<file path="config.mk">
export PLATFORM = sky130hd
export DESIGN_NAME = lfsr_sched
export DESIGN_NICKNAME = d
export VERILOG_FILES = /design/src/rtl/lfsr_sched.sv
export SDC_FILE = /design/constraint.sdc
export NUM_CORES = 1
export LEC_CHECK = 0
export ABC_AREA = 0
export ABC_CLOCK_PERIOD_IN_PS = 1810
export CAP_MARGIN = 10
export CORE_MARGIN = 4
export CORE_UTILIZATION = 30
export CTS_BUF_LIST = sky130_fd_sc_hd__clkbuf_8
export CTS_CLUSTER_SIZE = 40
export DETAILED_ROUTE_END_ITERATION = 6
export GPL_TIMING_DRIVEN = 0
export PLACE_DENSITY = 0.58
export SLEW_MARGIN = 20
export SYNTH_ARGS = -nofsm -noshare
export SYNTH_HDL_FRONTEND = slang
export SYNTH_SLANG_ARGS = --single-unit
</file>
<file path="constraint.sdc">
create_clock -name clk -period 1.81 [get_ports clk]
set_input_delay 0.2715 -clock clk [delete_from_list [all_inputs] [get_ports clk]]
set_output_delay 0.2715 -clock clk [all_outputs]
set_load 0.01 [all_outputs]
</file>
<file path="src/rtl/lfsr_sched.sv">
// Round-robin scheduler handing out values of a shared 8-bit LFSR, one fresh value per grant.
// Seed loading and a configurable warm-up run precede serving.
module lfsr_sched #(
    parameter int N_REQ  = 4,
    parameter int WARMUP = 4
) (
    input  logic             clk,
    input  logic             rst,
    input  logic [N_REQ-1:0] req,
    output logic [N_REQ-1:0] gnt,
    output logic [7:0]       data,
    input  logic             seed_load,
    input  logic [7:0]       seed,
    output logic             ready
);
    localparam int PW = (N_REQ > 1) ? $clog2(N_REQ) : 1;
    localparam int IW = PW + 1;
    localparam logic [N_REQ-1:0] GNT_ONE = N_REQ'(1);

    typedef enum logic {WARM, SERVE} state_t;

    state_t           state_reg, state_next;
    logic [7:0]       cnt_reg, cnt_next;
    logic [7:0]       s_reg, s_next;
    logic [PW-1:0]    ptr_reg, ptr_next;
    logic [N_REQ-1:0] gnt_reg, gnt_next;
    logic [7:0]       data_reg, data_next;
    logic             ready_reg, ready_next;

    function automatic logic [7:0] lfsr_step(input logic [7:0] s);
        return {s[6:0], s[7] ^ s[5] ^ s[3] ^ s[1] ^ 1'b1};
    endfunction

    // Candidate gi is the requester gi positions after ptr, wrapped modulo N_REQ.
    logic [IW-1:0]    sum_w    [N_REQ];
    logic [PW-1:0]    cand_idx [N_REQ];
    logic [N_REQ-1:0] req_rot;

    for (genvar gi = 0; gi < N_REQ; gi++) begin : g_rot
        assign sum_w[gi]    = {1'b0, ptr_reg} + IW'(gi);
        assign cand_idx[gi] = (sum_w[gi] >= IW'(N_REQ)) ? PW'(sum_w[gi] - IW'(N_REQ))
                                                        : PW'(sum_w[gi]);
        assign req_rot[gi]  = req[cand_idx[gi]];
    end

    logic          found;
    logic [PW-1:0] sel;

    always_comb begin
        found = 1'b0;
        sel   = '0;
        // Descending scan so the candidate nearest to ptr wins.
        for (int i = N_REQ - 1; i >= 0; i--) begin
            if (req_rot[i]) begin
                found = 1'b1;
                sel   = cand_idx[i];
            end
        end
    end

    always_comb begin
        state_next = state_reg;
        cnt_next   = cnt_reg;
        s_next     = s_reg;
        ptr_next   = ptr_reg;
        gnt_next   = '0;
        data_next  = data_reg;
        ready_next = ready_reg;

        if (seed_load) begin
            // 8'hFF is the lock-up state of this feedback, so it is replaced by 8'h00.
            s_next     = (seed == 8'hFF) ? 8'h00 : seed;
            state_next = WARM;
            cnt_next   = 8'(WARMUP);
            ready_next = 1'b0;
        end else begin
            case (state_reg)
                WARM: begin
                    if (cnt_reg == 8'd0) begin
                        state_next = SERVE;
                        ready_next = 1'b1;
                    end else begin
                        s_next   = lfsr_step(s_reg);
                        cnt_next = cnt_reg - 8'd1;
                    end
                end
                SERVE: begin
                    if (found) begin
                        gnt_next  = GNT_ONE << sel;
                        data_next = s_reg;
                        s_next    = lfsr_step(s_reg);
                        ptr_next  = (sel == PW'(N_REQ - 1)) ? '0 : sel + PW'(1);
                    end
                end
                default: state_next = WARM;
            endcase
        end
    end

    always_ff @(posedge clk) begin
        if (rst) begin
            state_reg <= WARM;
            cnt_reg   <= 8'(WARMUP);
            s_reg     <= 8'h00;
            ptr_reg   <= '0;
            gnt_reg   <= '0;
            data_reg  <= 8'h00;
            ready_reg <= 1'b0;
        end else begin
            state_reg <= state_next;
            cnt_reg   <= cnt_next;
            s_reg     <= s_next;
            ptr_reg   <= ptr_next;
            gnt_reg   <= gnt_next;
            data_reg  <= data_next;
            ready_reg <= ready_next;
        end
    end

    assign gnt   = gnt_reg;
    assign data  = data_reg;
    assign ready = ready_reg;
endmodule

</file>
After elaboration in Yosys (flattened, before gate mapping)
Cells that the tools add are included.
- bits in registers: 32
- input bits: 15
- output and inout bits: 13
- word-level logic and storage cells: 72
- add/subtract/negate cells: 9
- $lt $le $gt $ge: 8
- equality and inequality tests: 4
- shifts and indexed selects: 1
- multiplexer cells: 28
- bitwise logic cells: 8
- reduce and logical (&&, ||, !) cells: 7
- operators with widths (kind ; count):
    8-bit two-way mux ; 4
    2-bit two-way mux ; 9
    8-bit case mux with 2 select lines ; 1
    2-bit by 3-bit less-than comparator with 1-bit output, second input constant ; 4
    1-bit two-way mux ; 10
    3-bit >= comparator, second input constant ; 3
    1-bit binary-select mux with 2-bit select ; 4
    8-bit == test, second input constant ; 1
    8-bit logical NOT ; 1
    2-bit by 1-bit subtractor with 2-bit output, second input constant ; 4
    8-bit by 1-bit subtractor with 8-bit output, second input constant ; 1
    2-bit by 2-bit adder with 3-bit output, second input constant ; 2
    2-bit AND reduction ; 3
    1-bit inverter ; 5
    4-bit OR reduction ; 1
    1-bit by 2-bit << shifter with 4-bit output, first input constant ; 1
    2-bit by 1-bit adder with 3-bit output, second input constant ; 1
    2-bit by 3-bit >= comparator with 1-bit output, second input constant ; 1
    3-bit by 2-bit inequality test with 1-bit output, second input constant ; 1
    3-bit inequality test, second input constant ; 1
    3-bit AND reduction ; 1
    1-bit XOR ; 3
    2-bit by 1-bit adder with 2-bit output, second input constant ; 1
    2-bit == test, second input constant ; 1
    2-bit OR reduction ; 1

Longest topological paths before layout
- word-level depth: 12
- gate-level depth with buffers: 7
- depth with buffers taken out: 6

Worst setup path before layout
No wires, ideal clock.
- path type: reg2reg
- start: reg cnt_reg[0]
- end: reg s_reg[0]
- setup time: 138 ps
- arrival: 1431 ps
- data required time: 1672 ps
- slack: 241 ps
- stages on the path, launching flop included: 8
- buffers on the path: 1
- clock period less this slack: 1569 ps
- cell sequence: dfxtp_1 inv_1 ha_1 nor4b_2 a22oi_2 buf_6 mux2i_1 o32ai_1
- word-level cells in the longest chain between the ends: 3
- ends and longest elaborated chain (what ; line ; source):
    from (decl) ; 23 ; logic [7:0] cnt_reg, cnt_next;
    from (signal assigned) ; 103 ; cnt_reg <= 8'(WARMUP);
    from (signal assigned) ; 111 ; cnt_reg <= cnt_next;
    8-bit logical NOT ; 79 ; if (cnt_reg == 8'd0) begin
    3-bit inequality test (no source line) ; - ;
    2-bit AND reduction (no source line) ; - ;
    to (signal assigned) ; 112 ; s_reg <= s_next;
    to (decl) ; 24 ; logic [7:0] s_reg, s_next;
No other way between the ends.
A chain may end at the register's enable or synchronous reset.

Final worst setup path
- start: reg cnt_reg[0]
- end: reg s_reg[3]
Same word-level chain as after synthesis.

==> results.env <==
STATUS='complete, no violations'
ANTENNA_DIODES=0
FLOORPLAN.DIE_AREA_UM2=6360
SYNTH_ENABLE_FLOP_CELLS=0
WORSTPATHREQUIRED_NS=1.99
TIGHTESTPINTRANSITION_NS=0.476
CELLLEAKAGEPOWER_uW=0.000675
START_TO_END_TYPE_OF_THE_WORST_SETUP_PATH='register to register'
SYNTH.NET_COUNT=187
ASYNC_S_R_FF_SHARE_SYNTH=0
GLOBALROUTETOTALUTIL=0.106
REPORT.POWER.TOTAL_uW=1780
POST_SYNTH_NUM_CELL_TYPES=45
VDD_DROP_MAX_mV=0.450
CRITPATHSLOWESTCELL='sky130_fd_sc_hd__dfxtp_2'
YS_SEQ_ELEMENTS=32
SYN_AVG_CELL_AREA_UM2=9.08
DETAIL_ROUTE.FIRST_PASS.ITERATIONS=2
PATH_CELLS='inv_1 -> ha_1 -> nor4b_2 -> a22oi_2 -> buf_4 -> nor3_1 -> a2111oi_2'
GROUTE.LAYER.MET2.USAGE=0.155
WORST_CLOCK_SKEW_NS=0.00333
LAYOUT_MIN_CYCLE_TIME_NS=1.69
MAPPEDNETLISTAREA_UM2=1540
CLKSINKCOUNT=32
NUMBER_OF_CTS_INSERTED_BUFFERS=5
GRT_MAX_DEGREE=11
DIE_HEIGHT_UM=79.7
MET1_USAGE=0.142
SYNTHESIS.YOSYS.WARNINGS=0
FINAL_CORE_UTILIZATION=0.419
TIMING.HOLD.WORST.CLASS='input pin to register'
FINALCRITPERIODSHARE=0.933
UNREPAIRED_SETUP_ENDPOINTS_AFTER_GLOBAL_ROUTING='false'
REMAINING_DRC_ERRORS=0
HOLD_BUFS_AT_CTS=0
INITIAL_UTILIZATION=0.318
DETAIL_ROUTE.ITER0.VIOLATIONS=44
DIE_W_UM=79.7
FILLERS=487
MAX-SLEW-MARGIN-REL=0.683
TRITONCTS='built'
ENDPOINT_KIND='register'
DR_TOTAL_VIAS=1283
GRT_USE_MET3=0.0361
PLACE_CONGESTION=0.711
MAXSLEWVIOLCOUNT=0
CORE_AREA_UM2=4850
POST-PLACE-WS_NS=-0.233
AREA_DELTA_SYNTH_FINAL_PCT=31.4
GRT_FIRST_PASS_WIRELENGTH_UM=5290
WORST_SKEW_PAIR.LATE_LATENCY_NS=0.28
IOPINCOUNT=28
BUSIEST_LAYER='met2'
CP.ARRIVAL_NS=1.87
FINALHOLDVIOLCOUNT=0
MAX-CAP-VIOLATIONS=0
NUMPORTBUFFERS=25
GRT_ANTENNA_BEFORE_REPAIR=0
DRT.ANTENNA.VIOLATING_NETS=0
PLACE.DETAILED.HPWL_UM=2440
GR_OVFL_TOTAL=0
CTSLONGESTPATHBUFFERS=2
KIND_OF_START_POINT_OF_THE_CRITICAL_PATH='register'
NUMBER_OF_CORE_ROWS=25
FIRST_GLOBAL_VIAS=1159
NNETSFINAL=220
CTS-ROOT-BUF='sky130_fd_sc_hd__clkbuf_8'
SLOWEST_DELAY_NS=0.35
YOSYS_MOST_USED_DFF='sky130_fd_sc_hd__dfxtp_1'
CTS.CLK_SLEW.WORST_PATHS_NS=0.07
MAX_FREQ_GHz=0.592
NUMPLACEDINSTANCES=262
SETUP-TNS-FINAL_NS=0
TIMING.FINAL.SETUP_VIOLATIONS=0
REGISTER_AREA_UM2=643
SYN_INST=170
LAYOUT_SETUP_WS_NS=0.121
POWER.DENSITY_nW_PER_UM2=878
ROUTE.DETAILED.VIAS_PER_INST=4.73
MULTIINPUTGATEAREA_UM2=860
ROUTED_WIRE_LENGTH_PER_INSTANCE_UM=12.0
CTS_HTREE_LEVELS=2
ROUTE.FINAL.WIRE_LENGTH_UM=3260
FINISH.CELL_COUNT_WITHOUT_FILLERS=271
DRIVE_ABOVE_1_SHARE=0.147
WORST-PATH-MAX-FANOUT=4
SEQ_AREA_FRAC_SYNTH=0.415
[logic make-up (layout without fill, tap and decap cells)]
| family | count (synthesis) | in the layout | synth area share |
|---|---|---|---|
| AND/OR/NAND/NOR | 80 | 80 | 0.298 |
| AO/OA/AOI/OAI | 32 | 32 | 0.169 |
| flip-flops | 32 | 32 | 0.415 |
| buffers and inverters | 13 | 47 | 0.0373 |
| XOR/XNOR | 9 | 9 | 0.0511 |
| adder cells (fa/ha/maj) | 2 | 2 | 0.0162 |
| multiplexers | 2 | 2 | 0.0130 |
[placed cells by master (no fill, tap or decap), drive strengths merged, types with 5 or more instances in the layout]
master,n
a2111oi,5
a21oi,13
clkbuf,14
clkdlybuf4s50,25
dfxtp,32
nand2,19
nor2,18
nor2b,8
nor3,7
nor3b,5
nor4,7
xnor2,6
[what timing repair did]
item / CTS / global route
setup endpoints to repair: 1 / 18
pin swaps: 1 / 1
resized for setup: 0 / 6
buffers inserted: 0 / 1
gates cloned: 0 / 0
[report_power, final]
part | total [uW] | switching (uW) | leakage, uW | internal (uW)
Sequential | 772 | 35.6 | 0.000261 | 737
Combinational | 265 | 130 | 0.000350 | 135
Clock | 745 | 260 | 0.0000645 | 486
[stage by stage]
| step | cell area [um^2] | hold WS, ns |
|---|---|---|
| 6_report | 2030 | 0.420 |
| 5_1_grt | 2030 | 0.442 |
| 4_1_cts | 2000 | 0.413 |
| 3_5_place_dp | 1880 | 0.454 |
| 3_3_place_gp | 1880 | 0.447 |
| 2_1_floorplan | 1540 | 0.434 |
[per-layer routing]
layer	vias up	part of all wire
li1	672	-
met1	584	0.51
met2	22	0.42
met3	5	0.047
met4	0	0.015
met5	-	0
[layout make-up]
cell class                      instances  share of cell area
Tap cell                               67              0.0413
Buffer                                  9              0.0216
Clock buffer                            7              0.0475
Multi-Input combinational cell        125               0.424
Inverter                                4             0.00740
Clock inverter                          1              0.0148
Sequential cell                        32               0.317
Timing Repair Buffer                   26               0.127
[worst max-delay path, delay by kind of cell, from the launching register on]
kind                     cells  cell delay (ns)
flip-flops                   1             0.35
AO/OA/AOI/OAI                2             0.56
adder cells (fa/ha/maj)      1             0.22
buffers and inverters        2             0.24
AND/OR/NAND/NOR              2             0.23
[cell usage after synthesis (all sizes together) (2+ instances only)]
| cell | instances | area, um^2 |
|---|---|---|
| inv | 4 | 15.0 |
| nor2b | 8 | 50.1 |
| ha | 2 | 25.0 |
| xnor2 | 6 | 52.6 |
| mux2i | 2 | 20.0 |
| o211ai | 2 | 15.0 |
| nor4b | 4 | 47.6 |
| nand2 | 19 | 71.3 |
| nor3 | 7 | 35.0 |
| a311oi | 2 | 23.8 |
| nor3b | 5 | 37.5 |
| or3b | 2 | 17.5 |
| nor2 | 18 | 67.6 |
| buf | 2 | 16.3 |
| or2 | 2 | 12.5 |
| a21oi | 13 | 65.1 |
| a2111oi | 5 | 75.1 |
| nor4 | 7 | 65.1 |
| dfxtp | 32 | 641 |
| a211oi | 2 | 15.0 |
| clkbuf | 7 | 26.3 |
| xor2 | 3 | 26.3 |
[final timing paths]
kind	end	slack, ns	depth (start not counted)	start
setup reg to reg	s_reg[3]	0.12	7	cnt_reg[0]
hold / removal	gnt[0]	0.42	2	rst
hold reg to reg	data[1]	0.46	2	data[1]
setup / recovery	s_reg[3]	0.12	7	cnt_reg[0]
Note: power is estimated with default switching activity, not from simulation.
